--- src/rtl/traffic_pkg.sv ---
// traffic_pkg: types shared between the pedestrian request front end and the light sequencer.
//   req_state_e : per-crossing request FSM encoding (2'b11 is unused and recovers to idle)
//   light_e     : one-hot lamp colour codes driven by the sequencer
package traffic_pkg;

  typedef enum logic [1:0] {
    ReqIdle    = 2'b00,
    ReqPending = 2'b01,
    ReqGranted = 2'b10
  } req_state_e;

  typedef enum logic [2:0] {
    LightGreen  = 3'b001,
    LightYellow = 3'b010,
    LightRed    = 3'b100
  } light_e;

endpackage

--- src/rtl/ped_req_channel.sv ---
// ped_req_channel: one pedestrian crossing. Synchronises and debounces the raw button, then
// latches a sticky request until the sequencer acknowledges it.
//   clk         in  system clock, rising edge
//   rst         in  asynchronous active-high reset
//   btn_raw     in  raw button level, asynchronous, 1 = pressed
//   req_ack     in  1-cycle pulse: request served
//   req_pending out registered, request latched and awaiting service
//   req_new     out registered 1-cycle pulse when a request is latched
module ped_req_channel
  import traffic_pkg::*;
#(
  parameter int unsigned DEBOUNCE_CYC = 50000
) (
  input  logic clk,
  input  logic rst,
  input  logic btn_raw,
  input  logic req_ack,
  output logic req_pending,
  output logic req_new
);

  localparam int unsigned CntW = $clog2(DEBOUNCE_CYC + 1);
  localparam logic [CntW-1:0] CntLast = CntW'(DEBOUNCE_CYC - 1);

  logic            sync1_q, sync2_q;
  logic            deb_q, deb_d;
  logic [CntW-1:0] cnt_q, cnt_d;
  logic            deb_rise;
  req_state_e      state_q, state_d;
  logic            pending_q, new_q;

  // Debounce: the level must differ from deb for DEBOUNCE_CYC consecutive cycles to be taken.
  always_comb begin
    deb_d = deb_q;
    cnt_d = '0;
    if (sync2_q != deb_q) begin
      if (cnt_q == CntLast) begin
        deb_d = sync2_q;
      end else begin
        cnt_d = cnt_q + CntW'(1);
      end
    end
  end

  // Taken from the next-state so req_new lands on the same edge that sets deb.
  assign deb_rise = deb_d & ~deb_q;

  always_comb begin
    state_d = state_q;
    case (state_q)
      ReqIdle: begin
        if (deb_rise) state_d = ReqPending;
      end
      ReqPending: begin
        // A button still held at service time must be released before it can request again.
        if (req_ack) state_d = deb_q ? ReqGranted : ReqIdle;
      end
      ReqGranted: begin
        if (!deb_q) state_d = ReqIdle;
      end
      default: state_d = ReqIdle;
    endcase
  end

  always_ff @(posedge clk or posedge rst) begin
    if (rst) begin
      sync1_q   <= 1'b0;
      sync2_q   <= 1'b0;
      deb_q     <= 1'b0;
      cnt_q     <= '0;
      state_q   <= ReqIdle;
      pending_q <= 1'b0;
      new_q     <= 1'b0;
    end else begin
      sync1_q   <= btn_raw;
      sync2_q   <= sync1_q;
      deb_q     <= deb_d;
      cnt_q     <= cnt_d;
      state_q   <= state_d;
      pending_q <= (state_d == ReqPending);
      new_q     <= (state_q == ReqIdle) && deb_rise;
    end
  end

  assign req_pending = pending_q;
  assign req_new     = new_q;

endmodule

--- src/rtl/ped_request_ctrl.sv ---
// ped_request_ctrl: pedestrian request front end for the NS/EW light sequencer.
// One ped_req_channel per crossing (bit 0 = NS, bit 1 = EW) plus the WAIT lamp drive.
//   clk         in  system clock, rising edge
//   rst         in  asynchronous active-high reset
//   btn_raw     in  [NREQ] raw button levels, asynchronous, 1 = pressed
//   req_ack     in  [NREQ] 1-cycle pulse per channel: request served
//   req_pending out [NREQ] registered, request latched awaiting service
//   req_new     out [NREQ] registered 1-cycle pulse on a newly latched request
//   wait_lamp   out [NREQ] WAIT lamp drive
// Build option PED_BLINK_EN: WAIT lamps blink with a half-period of BLINK_CYC cycles using one
// shared counter; otherwise they are lit solidly while a request is pending.
module ped_request_ctrl
  import traffic_pkg::*;
#(
  parameter int unsigned NREQ         = 2,
  parameter int unsigned DEBOUNCE_CYC = 50000,
  parameter int unsigned BLINK_CYC    = 25000000
) (
  input  logic            clk,
  input  logic            rst,
  input  logic [NREQ-1:0] btn_raw,
  input  logic [NREQ-1:0] req_ack,
  output logic [NREQ-1:0] req_pending,
  output logic [NREQ-1:0] req_new,
  output logic [NREQ-1:0] wait_lamp
);

  for (genvar i = 0; i < NREQ; i++) begin : g_chan
    ped_req_channel #(
      .DEBOUNCE_CYC(DEBOUNCE_CYC)
    ) u_chan (
      .clk        (clk),
      .rst        (rst),
      .btn_raw    (btn_raw[i]),
      .req_ack    (req_ack[i]),
      .req_pending(req_pending[i]),
      .req_new    (req_new[i])
    );
  end

`ifdef PED_BLINK_EN
  localparam int unsigned BlinkW = $clog2(BLINK_CYC + 1);
  localparam logic [BlinkW-1:0] BlinkLast = BlinkW'(BLINK_CYC - 1);

  logic [BlinkW-1:0] blink_cnt_q, blink_cnt_d;
  logic              phase_q, phase_d;

  always_comb begin
    blink_cnt_d = blink_cnt_q + BlinkW'(1);
    phase_d     = phase_q;
    if (blink_cnt_q == BlinkLast) begin
      blink_cnt_d = '0;
      phase_d     = ~phase_q;
    end
  end

  // Phase starts lit so a fresh request shows immediately after reset.
  always_ff @(posedge clk or posedge rst) begin
    if (rst) begin
      blink_cnt_q <= '0;
      phase_q     <= 1'b1;
    end else begin
      blink_cnt_q <= blink_cnt_d;
      phase_q     <= phase_d;
    end
  end

  assign wait_lamp = req_pending & {NREQ{phase_q}};
`else
  logic unused_blink_cfg;
  assign unused_blink_cfg = ^BLINK_CYC;

  assign wait_lamp = req_pending;
`endif

endmodule

--- config.mk ---
export PLATFORM = sky130hd
export DESIGN_NAME = ped_request_ctrl
export DESIGN_NICKNAME = d
export VERILOG_FILES = /design/src/rtl/traffic_pkg.sv /design/src/rtl/ped_req_channel.sv /design/src/rtl/ped_request_ctrl.sv
export SDC_FILE = /design/constraint.sdc
export NUM_CORES = 1
export LEC_CHECK = 0
export BUFFER_PORTS_ARGS = -buffer_cell sky130_fd_sc_hd__buf_4
export CORE_MARGIN = 10
export CORE_UTILIZATION = 45
export DETAILED_ROUTE_END_ITERATION = 8
export HOLD_SLACK_MARGIN = 0.02
export PLACE_DENSITY = 0.68
export SYNTH_ARGS = -nofsm -noshare
export SYNTH_HDL_FRONTEND = slang
export SYNTH_SLANG_ARGS = --single-unit
--- constraint.sdc ---
create_clock -name clk -period 1.85 [get_ports clk]
set_input_delay 0.2775 -clock clk [delete_from_list [all_inputs] [get_ports clk]]
set_output_delay 0.2775 -clock clk [all_outputs]
set_load 0.02 [all_outputs]
* Word level (Yosys, flattened, before mapping) *
Index checks and enable logic that the tools add are counted.

storage, ports and cells
  memory bits (read-only) = 0
  bits of input ports = 6
  logic and storage cells = 52
  register bits after elaboration = 46
  bits in latches = 0
  memories kept = 0
  output and inout bits = 6
  RAM bits = 0

operators by class
  bitwise operators = 4
  equality and inequality tests = 10
  shifts and indexed selects = 0
  reduce and logical (&&, ||, !) cells = 4
  multiply operators = 0
  divide/modulo/power cells = 0
  add/subtract/negate cells = 2
  magnitude comparators = 0
  muxes and demuxes = 18

operators by type and width
  operator                                              count
  two-way mux 16 bit                                    4
  adder 16 x 1 -> 16 bit (second input constant)        2
  equality test 16 bit (second input constant)          2
  two-way mux 2 bit                                     8
  one-hot mux 2 bit (3 select lines)                    2
  equality test 2 x 1 -> 1 bit (second input constant)  4
  equality test 2 bit (second input constant)           2
  logical NOT 2 bit                                     2
  two-way mux 1 bit                                     4
  AND 1 bit                                             2
  logical AND 1 bit                                     2
  inequality test 1 bit                                 2
  inverter 1 bit                                        2

* Depth between registers and ports, before layout *
  word-level depth = 7
  gate-level depth with buffers = 6
  gate-level depth less buffers = 5

* Hierarchy *
Synthesis repeated with hierarchy kept, for this count alone.

second synthesis, totals
  cells, all modules = 198
  area total of the unflattened synthesis = 2164.6 µm²

modules (own cells, without submodules)
  module                               cells each  instances  sequential area each (µm²)  area each (µm²)
  ped_req_channel at g_chan[0].u_chan  98          1          575.6                       1099.8
  ped_req_channel at g_chan[1].u_chan  98          1          575.6                       1049.8
  ped_request_ctrl                     2           1          0.0                         15.0

* Worst setup path before layout *
OpenSTA, ideal clock, no wires.

  path type = flip-flop to flip-flop
  start point = reg g_chan[1].u_chan.cnt_q[5]
  end point = reg g_chan[1].u_chan.cnt_q[15]
  stages on the path, launching flop included = 5
  data required time = 1772 ps
  path buffers = 0
  arrival = 1477 ps
  clock period less this slack = 1555 ps
  setup slack = 295 ps
  setup time = 78 ps
  cell sequence = dfrtp_1 -> nand3_2 -> or3_1 -> or4_1 -> a21oi_1

between the ends
  word-level cells in the longest chain between the ends = 3
  elaborated cells on any way between the ends = 4
  classes of those cells = 1 x add/sub; 1 x eq/ne; 2 x mux

ends and longest elaborated chain
  item                                                                   RTL line                                      RTL
  from (decl)                                                            ped_req_channel.sv:27                         logic [CntW-1:0] cnt_q, cnt_d;
  from (signal assigned)                                                 ped_req_channel.sv:78                         cnt_q <= cnt_d;
  adder 16 x 1 -> 16 bit / equality test 16 bit (equally long branches)  ped_req_channel.sv:40, ped_req_channel.sv:37
  two-way mux 16 bit *                                                   ped_req_channel.sv:37                         if (cnt_q == CntLast) begin
  two-way mux 16 bit *                                                   ped_req_channel.sv:36                         if (sync2_q != deb_q) begin
  net g_chan[1].u_chan.cnt_d[15]                                         ped_req_channel.sv:27

The timed path passes the listed nets; every way through them passes the cells marked *.

* Worst setup path after layout *
Same ends and word-level chain as after synthesis.

==> run summary <==
TritonCTS clock tree - yes
Fin crit share - 0.908
Area contributors post-synth - dfrtp_1 54%, xnor2_1 9.9%, nor2_1 6.3%
Antenna viol nets, final - 0
Critical Path, Cell by Cell - nand3_2 > or3_1 > or4_1 > a21oi_1
Commonest cells after routing, fill and taps aside - 46 x dfrtp_1, 36 x nor2_1, 24 x xnor2_1, 19 x buf_4, 11 x nand2_1
Multi-input logic area - 895 µm²
Fin cells - 276
RSZ-0062 raised after global routing - no
Status - complete, no violations
Post-CTS setup buffers - 0
Root Driver - clkbuf_8
Top cell type's share of synthesized area - 0.540
N_diodes - 0
Largest net degree at the start of global routing - 25
Post-layout min period - 1.68 ns
Synth cell types - 29
Synth Cell Area - 2130 µm²
Arrival time of the worst setup path - 1.91 ns
DRT iter0 DRCs - 110
Final hold slack - 0.0145 ns
Fin. Hold Viols - 0
Max-slew violation count - 0
Worst min-delay path class - in2async
Crit path largest cell delay - 0.47 ns
Initial antenna violation count - 0
Fill count - 404
Slew @ Worst Pin - 0.522 ns
Area leader, netlist - dfrtp_1
Post-DP HPWL - 2600 µm
Drt pass-1 iters - 4
Port Buffer Count - 11
Synth Warn # - 0
Routed WL per cell - 13.2 µm
Family with the most delay on the worst path - simple AND/OR/NAND/NOR gates
CTS Buf Count - 5
Area occupied by registers - 1150 µm²
Die area - 7890 µm²
Share of cells above drive strength 1 - 0.143
CTS sink count - 46
Register bit total from synthesis - 46
Synth async-reset ratio - 1.00
Commonest non-fill, non-tap cell in the layout - dfrtp_1
Global-route wire length before repair - 6560 µm
PD cells - 709 nW/µm²
Vias in the first global route - 1447
CP Capture Type - register
Max IR drop VDD - 0.433 mV
Drt drc - 0
Initial Util - 0.476
Die height - 88.8 µm
Worst-path maximum fanout - 6
Post-CTS Hold Buffers - 0
Design Area, Final - 2380 µm²
Num rows - 24
Setup TNS - 0 ns
Reg clk slew, reported paths - 0.08 ns
Placement Cell Area - 2300 µm²
Slew headroom - 0.652
Setup ws final - 0.171 ns
Final Skew - 0.00917 ns
Syn Inst Count - 205
Max frequency - 595 MHz
WP buf/inv - 0
Clock Latency Late Sink - 0.30 ns
Global route overflow - 0
Setup violators final - 0
CP Launch Type - register
Global Route Usage Sum - 0.104
Syn_nets - 213
Via count - 1467
Syn avg cell area - 10.4 µm²
Ports - 12
Die width - 88.8 µm
Core area - 4470 µm²
Dpl ws - 0.202 ns
Layout area overhead - 11.7%
Top_reg_cell synth - dfrtp_1
# resized after CTS - 0
Final wirelength - 3650 µm
Clock buffer depth - 2
NumNets Final - 232
Crit-path slowest cell - or4_1
Register area share after synthesis - 0.540
MaxCap Viol Count - 0
Total placed cells including tap cells - 269
Post-synth EDFFs - 0
Worst Setup Path Type - reg2reg
H-tree depth - 2
Via/cell ratio - 5.32
Placer Congestion - 0.836
Leakage - 0.992 nW
Worst endpoint required time - 2.08 ns
[registers in the layout (all words and copies together) (netlist names)]
signal                     count
g_chan.u_chan.cnt_q           32
g_chan.u_chan.req_pending      2
g_chan.u_chan.deb_q            2
g_chan.u_chan.state_q          4
g_chan.u_chan.sync2_q          2
g_chan.u_chan.req_new          2
g_chan.u_chan.sync1_q          2
[final cells by class]
cell class,count,share of cell area
Tap cell,52,0.0273
Timing Repair Buffer,20,0.0683
Sequential cell,46,0.484
Multi-Input combinational cell,143,0.376
Clock buffer,7,0.0321
Inverter,8,0.0126
[per-layer routing]
| metal | up-vias | global-route usage | part of all wire |
|---|---|---|---|
| met5 | - | 0 | 0 |
| met4 | 0 | 0.0308 | 0.013 |
| met3 | 6 | 0.0340 | 0.031 |
| met2 | 13 | 0.154 | 0.45 |
| met1 | 710 | 0.140 | 0.51 |
| li1 | 738 | - | - |
[worst paths after layout]
kind / from / to / slack, ns / depth (start not counted)
worst max-delay path: g_chan[1].u_chan.cnt_q[5]$_DFF_PP0_ / g_chan[1].u_chan.cnt_q[15]$_DFF_PP0_ / 0.17 / 4
max in group asynchronous: rst / g_chan[0].u_chan.cnt_q[9]$_DFF_PP0_ / 1.33 / 3
worst min register to register: g_chan[0].u_chan.sync1_q$_DFF_PP0_ / g_chan[0].u_chan.sync2_q$_DFF_PP0_ / 0.34 / 0
min in group clk: btn_raw[1] / g_chan[1].u_chan.sync1_q$_DFF_PP0_ / 0.09 / 1
worst max register to register: g_chan[1].u_chan.cnt_q[5]$_DFF_PP0_ / g_chan[1].u_chan.cnt_q[15]$_DFF_PP0_ / 0.17 / 4
worst min-delay path: rst / g_chan[1].u_chan.cnt_q[4]$_DFF_PP0_ / 0.01 / 2
[worst reg2reg max path: cells and delay by family (launching register included)]
kind               cells  cell delay, ns
and+or+nand+nor        3            1.01
DFF                    1            0.46
AOI/OAI and AO/OA      1            0.15
[metrics by stage]
step | power, mW | util
after floorplan | 1.10 | -
after global placement | 1.13 | 0.515
after detailed placement | 1.13 | 0.515
after CTS | 1.72 | 0.532
after global routing | 1.77 | 0.532
final | 1.69 | 0.532
[logic make-up after synthesis]
| logic type | count (synthesis) | synth area share |
|---|---|---|
| simple gates | 102 | 0.251 |
| buf+inv | 16 | 0.0399 |
| xor+xnor | 28 | 0.115 |
| flops | 46 | 0.540 |
| mux | 4 | 0.0200 |
| compound gates | 7 | 0.0223 |
| fa+ha+maj | 2 | 0.0117 |
[where the power goes]
part	switching [mW]	internal [mW]
Clock	0.316	0.261
Combinational	0.0446	0.0294
Sequential	0.0160	1.02
Total	0.377	1.31
[synth_stat cells, drive strengths merged (3+ instances only)]
library cell and n:
xor2 4, nand4 8, inv 8, dfrtp 46, buf 8, a21oi 3, nor4bb 3, and3 5
xnor2 24, nand2 11, nand3 10, nor2 36, nor3 8, nor4 9, nand2b 3
(Power assumes the default switching activity.)
